`config.mk`:
```
export PLATFORM = sky130hd
export DESIGN_NAME = modulo_secuenciador_flat
export DESIGN_NICKNAME = d
export VERILOG_FILES = /design/src/rtl/modulo_secuenciador_if.sv /design/src/rtl/modulo_secuenciador.sv /design/src/flat_wrapper.sv
export SDC_FILE = /design/constraint.sdc
export NUM_CORES = 1
export LEC_CHECK = 0
export BUFFER_PORTS_ARGS = -buffer_cell sky130_fd_sc_hd__buf_2
export CORE_ASPECT_RATIO = 1.75
export CORE_MARGIN = 2
export CORE_UTILIZATION = 50
export DETAILED_ROUTE_END_ITERATION = 10
export PLACE_DENSITY_LB_ADDON = 0.25
export SYNTH_ARGS = -nofsm -noshare
export SYNTH_HDL_FRONTEND = slang
export SYNTH_SLANG_ARGS = --single-unit
```
`constraint.sdc`:
```
create_clock -name clk -period 3.1 [get_ports clk]
set_clock_uncertainty 0.05 [all_clocks]
set_input_delay 0.31 -clock clk [delete_from_list [all_inputs] [get_ports clk]]
set_output_delay 0.31 -clock clk [all_outputs]
set_load 0.01 [all_outputs]
```
`src/rtl/modulo_secuenciador_if.sv`:
```
// Word-in / decoded-result-out bundle for the SECDED sequencer, plus counter clear and statistics.
// The slave modport is the sequencer's view; master is the producer/consumer side.
interface modulo_secuenciador_if #(
    parameter int CNT_W = 8
);
    logic             valid_in;
    logic             ready_in;
    logic [7:0]       palabra_in;
    logic             valid_out;
    logic             ready_out;
    logic [3:0]       dato_out;
    logic [6:0]       palabra_corr;
    logic [2:0]       pos_out;
    logic [1:0]       estado_err;
    logic             clr_cnt;
    logic [CNT_W-1:0] cnt_simple;
    logic [CNT_W-1:0] cnt_doble;

    modport master (
        output valid_in, palabra_in, ready_out, clr_cnt,
        input  ready_in, valid_out, dato_out, palabra_corr, pos_out, estado_err,
               cnt_simple, cnt_doble
    );

    modport slave (
        input  valid_in, palabra_in, ready_out, clr_cnt,
        output ready_in, valid_out, dato_out, palabra_corr, pos_out, estado_err,
               cnt_simple, cnt_doble
    );
endinterface

```
`src/rtl/modulo_secuenciador.sv`:
```
// SECDED Hamming(7,4)+parity decode sequencer; valid_out rises on the third edge counting the accept edge, 1 word / 3 clk.
// Result held in SALIDA until ready_out; ready_in follows ready_out there so a new word can enter back-to-back.
module modulo_03 (
    input  logic       s0,
    input  logic       s1,
    input  logic       s2,
    input  logic       c0,
    input  logic       c1,
    input  logic       c2,
    input  logic       g0,
    input  logic       g1,
    output logic [3:0] pos_error
);
    assign pos_error = {g0 ^ g1, s2 ^ c2, s1 ^ c1, s0 ^ c0};
endmodule

module modulo_secuenciador #(
    parameter int CNT_W = 8
) (
    input  logic                  clk,
    input  logic                  rst,
    modulo_secuenciador_if.slave  bus
);
    typedef enum logic [1:0] {IDLE, CALC, CORR, SALIDA} state_t;

    localparam logic [CNT_W-1:0] CNT_MAX = '1;

    state_t           state;
    logic [7:0]       w;
    logic [3:0]       pos_q;
    logic [3:0]       pos_error;
    logic             valid_q;
    logic [3:0]       dato_q;
    logic [6:0]       corr_q;
    logic [2:0]       pos_q_out;
    logic [1:0]       est_q;
    logic [CNT_W-1:0] cnt_s_q;
    logic [CNT_W-1:0] cnt_d_q;

    logic [2:0]       e;
    logic             eg;
    logic [6:0]       corr_n;
    logic [2:0]       pos_n;
    logic [1:0]       est_n;
    logic             inc_simple;
    logic             inc_doble;

    modulo_03 u_cmp (
        .s0        (w[2] ^ w[4] ^ w[6]),
        .s1        (w[2] ^ w[5] ^ w[6]),
        .s2        (w[4] ^ w[5] ^ w[6]),
        .c0        (w[0]),
        .c1        (w[1]),
        .c2        (w[3]),
        .g0        (^w[6:0]),
        .g1        (w[7]),
        .pos_error (pos_error)
    );

    assign e  = pos_q[2:0];
    assign eg = pos_q[3];

    // Only a nonzero syndrome with broken global parity is a correctable single error.
    always_comb begin
        corr_n = w[6:0];
        pos_n  = 3'd0;
        est_n  = 2'b00;
        case ({e != 3'd0, eg})
            2'b01: est_n = 2'b11;
            2'b11: begin
                est_n  = 2'b01;
                pos_n  = e;
                corr_n = w[6:0] ^ (7'd1 << (e - 3'd1));
            end
            2'b10: begin
                est_n = 2'b10;
                pos_n = e;
            end
            default: est_n = 2'b00;
        endcase
    end

    assign inc_simple = (state == CORR) && est_n[0];
    assign inc_doble  = (state == CORR) && (est_n == 2'b10);

    always_ff @(posedge clk or posedge rst) begin
        if (rst) begin
            state     <= IDLE;
            w         <= 8'd0;
            pos_q     <= 4'd0;
            valid_q   <= 1'b0;
            dato_q    <= 4'd0;
            corr_q    <= 7'd0;
            pos_q_out <= 3'd0;
            est_q     <= 2'b00;
            cnt_s_q   <= '0;
            cnt_d_q   <= '0;
        end else begin
            case (state)
                IDLE: begin
                    if (bus.valid_in) begin
                        w     <= bus.palabra_in;
                        state <= CALC;
                    end
                end
                CALC: begin
                    pos_q <= pos_error;
                    state <= CORR;
                end
                CORR: begin
                    corr_q    <= corr_n;
                    dato_q    <= {corr_n[6], corr_n[5], corr_n[4], corr_n[2]};
                    pos_q_out <= pos_n;
                    est_q     <= est_n;
                    valid_q   <= 1'b1;
                    state     <= SALIDA;
                end
                SALIDA: begin
                    if (bus.ready_out) begin
                        valid_q <= 1'b0;
                        if (bus.valid_in) begin
                            w     <= bus.palabra_in;
                            state <= CALC;
                        end else begin
                            state <= IDLE;
                        end
                    end
                end
                default: state <= IDLE;
            endcase

            if (bus.clr_cnt) begin
                cnt_s_q <= '0;
                cnt_d_q <= '0;
            end else begin
                if (inc_simple && cnt_s_q != CNT_MAX) cnt_s_q <= cnt_s_q + 1'b1;
                if (inc_doble  && cnt_d_q != CNT_MAX) cnt_d_q <= cnt_d_q + 1'b1;
            end
        end
    end

    // Gated by rst so the producer never sees ready while reset is held.
    assign bus.ready_in     = !rst && ((state == IDLE) || ((state == SALIDA) && bus.ready_out));
    assign bus.valid_out    = valid_q;
    assign bus.dato_out     = dato_q;
    assign bus.palabra_corr = corr_q;
    assign bus.pos_out      = pos_q_out;
    assign bus.estado_err   = est_q;
    assign bus.cnt_simple   = cnt_s_q;
    assign bus.cnt_doble    = cnt_d_q;
endmodule
```
`src/flat_wrapper.sv`:
```
// flat-port wrapper written by rule: the top's interface ports become plain ports
module modulo_secuenciador_flat 
#(
    parameter int CNT_W = 8
)
  (clk, rst, bus_valid_in, bus_palabra_in, bus_ready_out, bus_clr_cnt, bus_ready_in, bus_valid_out, bus_dato_out, bus_palabra_corr, bus_pos_out, bus_estado_err, bus_cnt_simple, bus_cnt_doble);
  modulo_secuenciador_if #(.CNT_W(CNT_W)) bus_i ();
  input  logic clk;
  input  logic rst;
  input wire logic [$bits(bus_i.valid_in)-1:0] bus_valid_in;
  input wire logic [$bits(bus_i.palabra_in)-1:0] bus_palabra_in;
  input wire logic [$bits(bus_i.ready_out)-1:0] bus_ready_out;
  input wire logic [$bits(bus_i.clr_cnt)-1:0] bus_clr_cnt;
  output wire logic [$bits(bus_i.ready_in)-1:0] bus_ready_in;
  output wire logic [$bits(bus_i.valid_out)-1:0] bus_valid_out;
  output wire logic [$bits(bus_i.dato_out)-1:0] bus_dato_out;
  output wire logic [$bits(bus_i.palabra_corr)-1:0] bus_palabra_corr;
  output wire logic [$bits(bus_i.pos_out)-1:0] bus_pos_out;
  output wire logic [$bits(bus_i.estado_err)-1:0] bus_estado_err;
  output wire logic [$bits(bus_i.cnt_simple)-1:0] bus_cnt_simple;
  output wire logic [$bits(bus_i.cnt_doble)-1:0] bus_cnt_doble;
  assign bus_i.valid_in = bus_valid_in;
  assign bus_i.palabra_in = bus_palabra_in;
  assign bus_i.ready_out = bus_ready_out;
  assign bus_i.clr_cnt = bus_clr_cnt;
  assign bus_ready_in = bus_i.ready_in;
  assign bus_valid_out = bus_i.valid_out;
  assign bus_dato_out = bus_i.dato_out;
  assign bus_palabra_corr = bus_i.palabra_corr;
  assign bus_pos_out = bus_i.pos_out;
  assign bus_estado_err = bus_i.estado_err;
  assign bus_cnt_simple = bus_i.cnt_simple;
  assign bus_cnt_doble = bus_i.cnt_doble;
  modulo_secuenciador #(.CNT_W(CNT_W)) u_core (.clk(clk), .rst(rst), .bus(bus_i));
endmodule
```
==> run metrics <==
CTS Buf Count 5; drt first pass iters 4; I/O pin count 47; commonest non-fill, non-tap cells in the layout buf_2 (46), dfrtp_1 (43), nor2_1 (25); area delta synth->final 14.3%; Flop pwr share 39.5%; vias per cell 5.54; switching share of total power 39.3%; Seq/Total Area, Yosys 46.3%; required time of the critical path 3.27 ns; relative slew slack 63.3%; # Max-Cap Violations 0; DRT Wirelength 4420 µm; FF-to-FF setup slack 1.07 ns; worst flop-to-flop path startpoint u_core.state[0]; via count of the first global-routing pass 1723; CP endpoint kind register; Via Count 1761; Synth Register Bits 43; Finished Core Util 59.8%; Slew @ Worst Pin 0.549 ns; First DRT Iteration DRCs 42; Hold Crit Class in -> async; hold_buf cts 0; mapped cell area 2330 µm²; status completed; root buf cell clkbuf_8; multi-input logic area 1120 µm²; DRC Markers 0; Mapped Nets 249; Worst Hold Slack 0.00766 ns; sequential cell area 1080 µm²; Routed Antenna Nets 0; Reg2Reg Depth 6; final slew viol count 0; Initial Util 52.3%; Arr. time, crit path 2.20 ns; crit share post-route 65.6%; Port Buffers 46; initial antenna violation count 0; Die ar. 5240 µm²; largest cells by area after synthesis dfrtp_1 (46%), ha_1 (5.9%), xnor2_1 (5.3%), mux2_1 (4.8%), nor2_1 (4.0%); Fmax 0.492 GHz; PwrDens 924 nW/µm²; gpl congestion 0.832; post_cts resized 0; drt wl/cell 13.9 µm; Reg-to-Reg End u_core.bus.cnt_simple[6]; GRT overflow 0; Mapped Cells 225; setup violators final 0; top cell type by total area after synthesis dfrtp_1; Worst Path Max Fanout 25; clk slew on worst S/H paths 0.08 ns; unrepaired setup endpoints after global routing no; Logic pwr share 44.5%; clk_lat worst skew 0.29 ns; Die Wd 55.6 µm; Power Internal 1.49 mW; clock tree buffer depth 2; Net Sw Power 966 µW; top-area cell type share of the netlist area 46.3%; # diodes 0; Post-synth EDFFs 0; Layout Nets 290; first-pass GRT wire length 7760 µm; CTS tree done; pin count of the biggest net entering global routing 30; Detailed Place HPWL 3310 µm; most common cell after layout, fill and taps aside buf_2; Final Hold Vio Count 0; CP Class reg -> reg; clock share of power 16.0%; Final WS setup 1.07 ns; Fillers 384; CTS H-tree lvls 2; # clock sinks 43; minimum clock period 2.03 ns; pre-CTS setup slack 1.09 ns; share of post-route cells with drive strength above 1 23.2%; die height 94.2 µm; post-CTS setup buffer count 0; Static Leak 1.23 nW; post-synth cell types 42; syn_area_per_cell 10.3 µm²; Std-Cell Core Area 4440 µm²; setup TNS 0 ns; top_reg_cell synth dfrtp_1; worst vdd ir 681 µV; startpoint types register; Global Route Usage Sum 18.7%; Syn. warnings 0; FFs w/ async S/R, synth 100%; FP Rows 32
critical path, stage by stage (launching register included):
cell     delay [ns]
dfrtp_1        0.40
inv_1          0.13
ha_1           0.26
buf_4          0.29
nand2_2        0.15
or4_1          0.52
a21oi_1        0.16
metrics by stage:
step	total power [mW]	cells	instance area (µm²)
2_1_floorplan	1.83	225	2330
3_3_place_gp	2.06	310	2550
3_5_place_dp	2.09	310	2550
4_1_cts	2.48	318	2660
5_1_grt	2.68	318	2660
6_report	2.46	318	2660
synth_stat cells, types with 2 or more instances:
library cell,n
a21oi_1,16
nor3_1,4
clkbuf_1,7
mux2i_1,5
mux2_2,2
nand4b_1,3
or4_1,4
a31oi_1,3
o31ai_1,2
mux2_1,10
inv_1,12
o21ai_1,2
nor2_1,25
buf_4,5
nor2b_1,2
dfrtp_1,43
nand3_1,6
nand2_1,14
o22ai_1,4
xor2_1,8
xnor2_1,14
and4_1,2
nand4_1,2
ha_1,11
nor4bb_1,2
layer usage:
| layer | global-route usage, % | vias up | share of wire, % |
|---|---|---|---|
| li1 | - | 861 | - |
| met1 | 21.6 | 859 | 41 |
| met2 | 32.4 | 33 | 53 |
| met3 | 4.27 | 8 | 3.8 |
| met4 | 8.74 | 0 | 2.2 |
| met5 | 0 | - | 0 |
power by group through the flow:
stage	logic, mW	registers, mW	clock network, mW
floorplan	0.875	0.953	0
global placement	1.08	0.976	0
detailed placement	1.11	0.981	0
CTS	1.11	0.971	0.400
global route	1.24	1.01	0.428
finish	1.09	0.970	0.392
area by class of cell:
type,instances,share of cell area (%)
Clock inverter,1,0.282
Inverter,12,1.69
Sequential cell,43,40.5
Clock buffer,7,3.62
Timing Repair Buffer,48,9.22
Multi-Input combinational cell,156,42.3
Tap cell,51,2.40
worst max-delay path by stage:
stage,depth (start not counted),startpoint,slack (ns),endpoint
after CTS,6,u_core.state[0],1.08,u_core.bus.cnt_simple[6]
after global placement,6,u_core.state[0],1.16,u_core.bus.cnt_simple[6]
final,6,u_core.state[0],1.07,u_core.bus.cnt_simple[6]
after global routing,6,u_core.state[0],0.91,u_core.bus.cnt_simple[6]
after detailed placement,6,u_core.state[0],1.09,u_core.bus.cnt_simple[6]
after floorplan,7,u_core.pos_q[0],1.21,u_core.bus.cnt_doble[4]
flip-flops by register name (all words and copies together) (netlist names):
name,cells
u_core.bus.pos_out,3
u_core.bus.estado_err,2
u_core.w,8
u_core.bus.valid_out,1
u_core.state,2
u_core.bus.cnt_doble,8
u_core.pos_q,4
u_core.bus.cnt_simple,8
u_core.bus.dato_out,1
u_core.bus.palabra_corr,6
logic make-up after synthesis:
family | Yosys count | synth area share (%)
AOI/OAI and AO/OA | 38 | 11.5
adders and majority gates | 11 | 5.92
xor gates and xnor gates | 22 | 8.28
DFF | 43 | 46.3
buffers and inverters | 26 | 5.38
and+or+nand+nor | 68 | 14.7
muxes | 17 | 7.96
Note: power is estimated with default switching activity, not from simulation.
